**src/rtl/regfile_write_sched.sv**
```systemverilog
// Write-port scheduler for the 32x32 register file.
// Handshake: a transfer happens on a rising edge when valid && ready are both high.
// The requester holds addr/data stable and valid high until it sees ready.
// The scheduler grants at most one transfer per cycle. The accepted write appears
// on rf_we/rf_waddr/rf_wdata one cycle later.
// After reset, an init sequencer owns the port and writes registers 0..NREGS-1 once.
// Only then are the requesters served, round-robin between A (ALU) and B (load).
module regfile_write_sched #(
   parameter int NREGS       = 32,
   parameter int INIT_MODE   = 1,
   parameter int R0_WRITABLE = 0,
   parameter int CNT_W       = 16
) (
   input  logic             clk,
   input  logic             rst,
   input  logic             a_valid,
   output logic             a_ready,
   input  logic [4:0]       a_addr,
   input  logic [31:0]      a_data,
   input  logic             b_valid,
   output logic             b_ready,
   input  logic [4:0]       b_addr,
   input  logic [31:0]      b_data,
   output logic             rf_we,
   output logic [4:0]       rf_waddr,
   output logic [31:0]      rf_wdata,
   output logic             init_done,
   output logic [CNT_W-1:0] conflict_cnt,
   output logic             dbg_run
);

   typedef enum logic {ST_INIT, ST_RUN} state_t;

   localparam logic [4:0] LAST_IDX = 5'(NREGS - 1);

   state_t      state;
   logic [4:0]  init_cnt;
   logic        last_b;      // 1 when B received the most recent grant
   logic        run;
   logic        both;
   logic        grant_a;
   logic        grant_b;
   logic [4:0]  sel_addr;
   logic [31:0] sel_data;

   // Grant decision. A tie goes to whichever requester was not granted last.
   always_comb begin
      run      = rst && (state == ST_RUN);
      both     = a_valid && b_valid;
      grant_a  = run && a_valid && (!b_valid || last_b);
      grant_b  = run && b_valid && (!a_valid || !last_b);
      sel_addr = grant_a ? a_addr : b_addr;
      sel_data = grant_a ? a_data : b_data;
   end

   assign a_ready = grant_a;
   assign b_ready = grant_b;
   assign dbg_run = (state == ST_RUN);

   // Sequencer and arbiter state. All write-port outputs are registered here.
   always_ff @(posedge clk) begin
      if (!rst) begin
         state        <= ST_INIT;
         init_cnt     <= '0;
         last_b       <= 1'b1;
         rf_we        <= 1'b0;
         rf_waddr     <= '0;
         rf_wdata     <= '0;
         init_done    <= 1'b0;
         conflict_cnt <= '0;
      end else begin
         case (state)
            ST_INIT: begin
               rf_we    <= 1'b1;
               rf_waddr <= init_cnt;
               rf_wdata <= (INIT_MODE != 0) ? {27'd0, init_cnt} : 32'd0;
               init_cnt <= init_cnt + 5'd1;
               if (init_cnt == LAST_IDX) begin
                  state     <= ST_RUN;
                  init_done <= 1'b1;
               end
            end
            ST_RUN: begin
               // A write to r0 is still a transfer, but it never reaches the file.
               rf_we <= (grant_a || grant_b) && ((sel_addr != 5'd0) || (R0_WRITABLE != 0));
               if (grant_a || grant_b) begin
                  rf_waddr <= sel_addr;
                  rf_wdata <= sel_data;
                  last_b   <= grant_b;
               end
               if (both && (conflict_cnt != {CNT_W{1'b1}})) begin
                  conflict_cnt <= conflict_cnt + CNT_W'(1);
               end
            end
            default: state <= ST_INIT;
         endcase
      end
   end

endmodule

```
**config.mk**
```make
export PLATFORM = sky130hd
export DESIGN_NAME = regfile_write_sched
export DESIGN_NICKNAME = d
export VERILOG_FILES = /design/src/rtl/regfile_write_sched.sv
export SDC_FILE = /design/constraint.sdc
export NUM_CORES = 1
export LEC_CHECK = 0
export BUFFER_PORTS_ARGS = -buffer_cell sky130_fd_sc_hd__buf_2
export CAP_MARGIN = 30
export CORE_UTILIZATION = 51
export CTS_BUF_LIST = sky130_fd_sc_hd__clkbuf_16
export DETAILED_ROUTE_END_ITERATION = 12
export PLACE_DENSITY = 0.86
export SYNTH_ARGS = -nofsm -noshare
export SYNTH_HDL_FRONTEND = slang
export SYNTH_SLANG_ARGS = --single-unit
```
**constraint.sdc**
```tcl
create_clock -name clk -period 3.8 [get_ports clk]
set_input_delay 0.57 -clock clk [delete_from_list [all_inputs] [get_ports clk]]
set_output_delay 0.57 -clock clk [all_outputs]
set_load 0.01 [all_outputs]
```
Word level (Yosys, flattened, before mapping)
Cells that the tools add are included.
- output and inout port bits: 58
- logic and storage cells: 41
- bits of input ports: 78
- register bits: 62
- bitwise logic cells: 1
- $add $sub $neg: 2
- equal/unequal tests: 3
- reductions and logical operators: 18
- mux-type cells: 9
- operator list (operator ; number):
    $mux 32 ; 2
    $pmux 32 s2 ; 1
    $add 16x1->16 const B ; 1
    $ne 16x16->1 const B ; 1
    $mux 5 ; 2
    $pmux 5 s2 ; 1
    $logic_and 1x1->1 ; 8
    $reduce_and 2->1 ; 3
    $add 5x1->5 const B ; 1
    $eq 5x5->1 const B ; 1
    $reduce_bool 5->1 ; 1
    $logic_not 1->1 ; 3
    $logic_or 1x1->1 ; 3
    $mux 1 ; 2
    $ne 2x1->1 const B ; 1
    $pmux 1 s2 ; 1
    $not 1->1 ; 1

Longest topological paths before layout
- word-level depth: 7
- gate-level depth with buffers: 7
- mapped depth without buffers: 5

Least setup slack after synthesis
No wires, ideal clock.
- kind: input to output
- start: input rst
- end: output b_ready
- path buffers: 2
- slack: 1.771 ns
- stages on the path: 5
- data arrival time: 1.459 ns
- required time: 3.230 ns
- cell sequence: buf_2 -> and2_1 -> clkbuf_1 -> nand2_1 -> a21oi_1
- longest elaborated chain between the ends: 3
- RTL lines (element ; RTL line ; text):
    start, declared ; 15 ; input logic rst,
    $logic_and 1x1->1 ; 48 ; run = rst && (state == ST_RUN);
    $logic_and 1x1->1 (2 in series) ; 51 ; grant_b = run && b_valid && (!a_valid || !last_b);
    end, declared ; 21 ; output logic b_ready,
Every way passes these cells.

Final worst setup path
- start: register state, in the netlist dbg_run
- end: output a_ready
- longest elaborated chain between the ends: 3
- RTL lines (element ; RTL line ; text):
    start, declared ; 36 ; state_t state;
    start signal, assigned ; 63 ; state <= ST_INIT;
    start signal, assigned ; 79 ; state <= ST_RUN;
    start signal, assigned ; 95 ; default: state <= ST_INIT;
    $logic_and 1x1->1 ; 48 ;
    $logic_and 1x1->1 (2 in series) ; 50 ; grant_a = run && a_valid && (!b_valid || last_b);
    end, declared ; 17 ; output logic a_ready,
Every way passes these cells.

==> impl_metrics.csv <==
group,metric,value,unit
synthesis,synthDistinctLibCells,39,
final_layout,fin_nets,577,
setup_path,required,3.23,ns
setup_path,cp_max_fo,16,
synthesis,yosys_warnings,0,
sta,worstMarginPinSlew,0.872,ns
detailed_routing,route.detailed.drc,0,
grt,grtUsageTotal,0.290,
clocking,cts-resized-gates,0,
place,io_buffers,135,
clocking,htree_levels,3,
grt,met2_usage,0.485,
detailed_routing,drt_iter0_drc,196,
power_and_ir_drop,ir_worst_vdd,0.263,mV
final_layout,area_growth,34.2,%
sta,period_needed,2.76,ns
power_and_ir_drop,total_power,0.00168,W
clocking,cts_sinks,62,
power_and_ir_drop,cellPowerDensity,414,nW/um^2
grt,grt_max_degree,36,
synthesis,synth_flop_cell,"dfxtp_1",
synthesis,synth_seq_cells,62,
clocking,cts_max_path_buffers,2,
detailed_routing,wl,9.01,mm
sta,fin_tns_setup,0,ns
clocking,clk_latency,0.33,ns
setup_path,startpoint_type,"flop",
synthesis,synthArstFlopShare,0,
sta,timing.fmax,0.363,GHz
setup_path,worstPathArrival,2.19,ns
clocking,tritoncts.num_buffers,9,
final_layout,antennaDiodeCount,0,
detailed_routing,wl_per_cell,15.7,um
die,core-area,5610,um^2
grt,grt_pass1_vias,3084,
synthesis,ys_seq_area_frac,0.411,
synthesis,synthesis.nets,458,
grt,grt_pass1_wl,14.2,mm
sta,fin_crit_sh,0.725,
die,chipHeight,78.9,um
clocking,holdBufCountCts,0,
die,die_w,78.9,um
grt,antenna_found_initial,0,
die,die_area,6230,um^2
die,initial_core_util,0.538,
sta,rsz0062_at_grt,"no",
clocking,cts_root_buffer,"clkbuf_16",
final_layout,layout-drive-gt1-share,0.319,
detailed_routing,vias,3446,
sta,maxSlewViolCount,0,
die,ios,136,
sta,setup_viol,0,
worst_hold_path,hp-class,"in -> reg",
job,drv_cap,0,
detailed_routing,vias_per_cell,6.01,
clocking,tritoncts,"yes",
synthesis,syn_area_per_cell,8.01,um^2
setup_path,endpoint_kind,"output port",
detailed_routing,firstDrtPassIters,5,
clocking,clkSlewWorstSetupHoldPaths,0.05,ns
detailed_routing,ant_nets,0,
setup_path,path_class,"reg -> out",
clocking,post_cts_buffers,0,
grt,met3_usage,0.0460,
sta,relSlewSlack,0.416,
place,dp_hpwl,6.25,mm
synthesis,syn_inst,377,
grt,grt.overflow.total,0,
die,placementRows,27,
sta,finClkSkew,0.00670,ns
grt,grt_most_used_layer,"met2",
place,place.gp.congestion,0.842,
synthesis,syn_area,3020,um^2
outcome,status,"complete, no violations",
sta,hold_viol,0,
grt,globalRouteMet1Util,0.353,
synthesis,synth-edff-count,0,
power_and_ir_drop,power.leakage,1.74,nW
-- registers in the layout, summed over array words and instances, names as in the netlist --
signal and flops:
rf_wdata 32, conflict_cnt 16, init_cnt 5, rf_waddr 5, dbg_run 1, init_done 1
last_b 1, rf_we 1
-- power breakdown --
group | internal (W) | leakage [nW] | switching [W]
registers | 0.000658 | 0.501 | 0.00000579
clock network | 0.000636 | 0.167 | 0.000288
logic | 0.0000440 | 1.07 | 0.0000446
-- logic make-up after synthesis --
logic type / share of synthesized area
and+or+nand+nor: 0.232
AOI/OAI and AO/OA: 0.269
DFF: 0.411
buffers and inverters: 0.0564
muxes: 0.0133
adders and majority gates: 0.0124
xor gates and xnor gates: 0.00580
-- routing by layer --
metal | up-vias | share of wire
met5 | - | 0
li1 | 1651 | -
met2 | 175 | 0.50
met4 | 0 | 0.041
met3 | 34 | 0.065
met1 | 1586 | 0.40
-- final cells by class --
cell class              count  area [um^2]
clock buffers               9          225
multi-input cells         272         1620
flip-flops and latches     62         1240
inverters                   9         33.8
clock inverters             7          113
fillers                   455         1560
repair buffers            142          728
well taps                  72         90.1
-- through the flow --
stage	setup slack [ns]	area [um^2]	std cells	hold slack, ns	util
4_1_cts	1.04	4050	573	0.500	0.723
3_3_place_gp	1.19	3710	557	0.482	0.662
2_1_floorplan	1.77	3020	377	0.465	-
5_1_grt	0.843	4050	573	0.509	0.723
3_5_place_dp	0.945	3710	557	0.488	0.662
6_report	1.04	4050	573	0.505	0.723
-- final timing paths --
path         startpoint      endpoint  slack, ns  depth (start not counted)
min          a_data[14]  rf_wdata[14]       0.51                          3
min reg2reg   init_done     init_done       0.51                          2
max             dbg_run       a_ready       1.04                          4
max reg2reg     dbg_run   rf_wdata[8]       1.10                          6
-- critical path, stage by stage (launching register included) --
cell and delay [ns]:
dfxtp_1 0.59, and2_1 0.43, nand3_1 0.50, inv_1 0.20
buf_2 0.15
-- Yosys cell counts, drive strengths merged (3+ instances only) --
| cell type | instances | area share |
|---|---|---|
| inv | 8 | 0.0099 |
| and3 | 9 | 0.019 |
| ha | 3 | 0.012 |
| dfxtp | 62 | 0.41 |
| a31oi | 4 | 0.0083 |
| a311oi | 27 | 0.078 |
| clkbuf | 27 | 0.034 |
| a21oi | 51 | 0.085 |
| nand3 | 10 | 0.017 |
| or3 | 5 | 0.010 |
| o311ai | 3 | 0.0087 |
| nand4 | 11 | 0.023 |
| nor2 | 10 | 0.012 |
| nand2 | 68 | 0.085 |
| nor2b | 5 | 0.010 |
| nor4 | 4 | 0.0083 |
| or4 | 11 | 0.027 |
| buf | 7 | 0.011 |
| o21ai | 6 | 0.0099 |
| o31ai | 16 | 0.040 |
| mux2i | 4 | 0.013 |
| nand2b | 3 | 0.0062 |
| o31a | 4 | 0.012 |
-- placed cells by master, fill, tap and decap left out, types with 3 or more instances in the layout --
| master | instances |
|---|---|
| o311ai_0 | 3 |
| o31ai_1 | 16 |
| o31a_1 | 4 |
| mux2i_1 | 4 |
| or3_1 | 5 |
| a311oi_1 | 27 |
| nand2_1 | 68 |
| nor2_1 | 9 |
| clkbuf_16 | 9 |
| nand2b_1 | 3 |
| nand4_1 | 11 |
| a31oi_1 | 4 |
| buf_2 | 135 |
| a21oi_1 | 51 |
| nor2b_1 | 5 |
| and3_1 | 9 |
| o21ai_0 | 6 |
| nand3_1 | 10 |
| bufinv_16 | 3 |
| nor4_1 | 3 |
| dfxtp_1 | 62 |
| or4_1 | 11 |
| inv_1 | 8 |
| ha_1 | 3 |
| buf_4 | 7 |
Note: power is estimated with default switching activity, not from simulation.
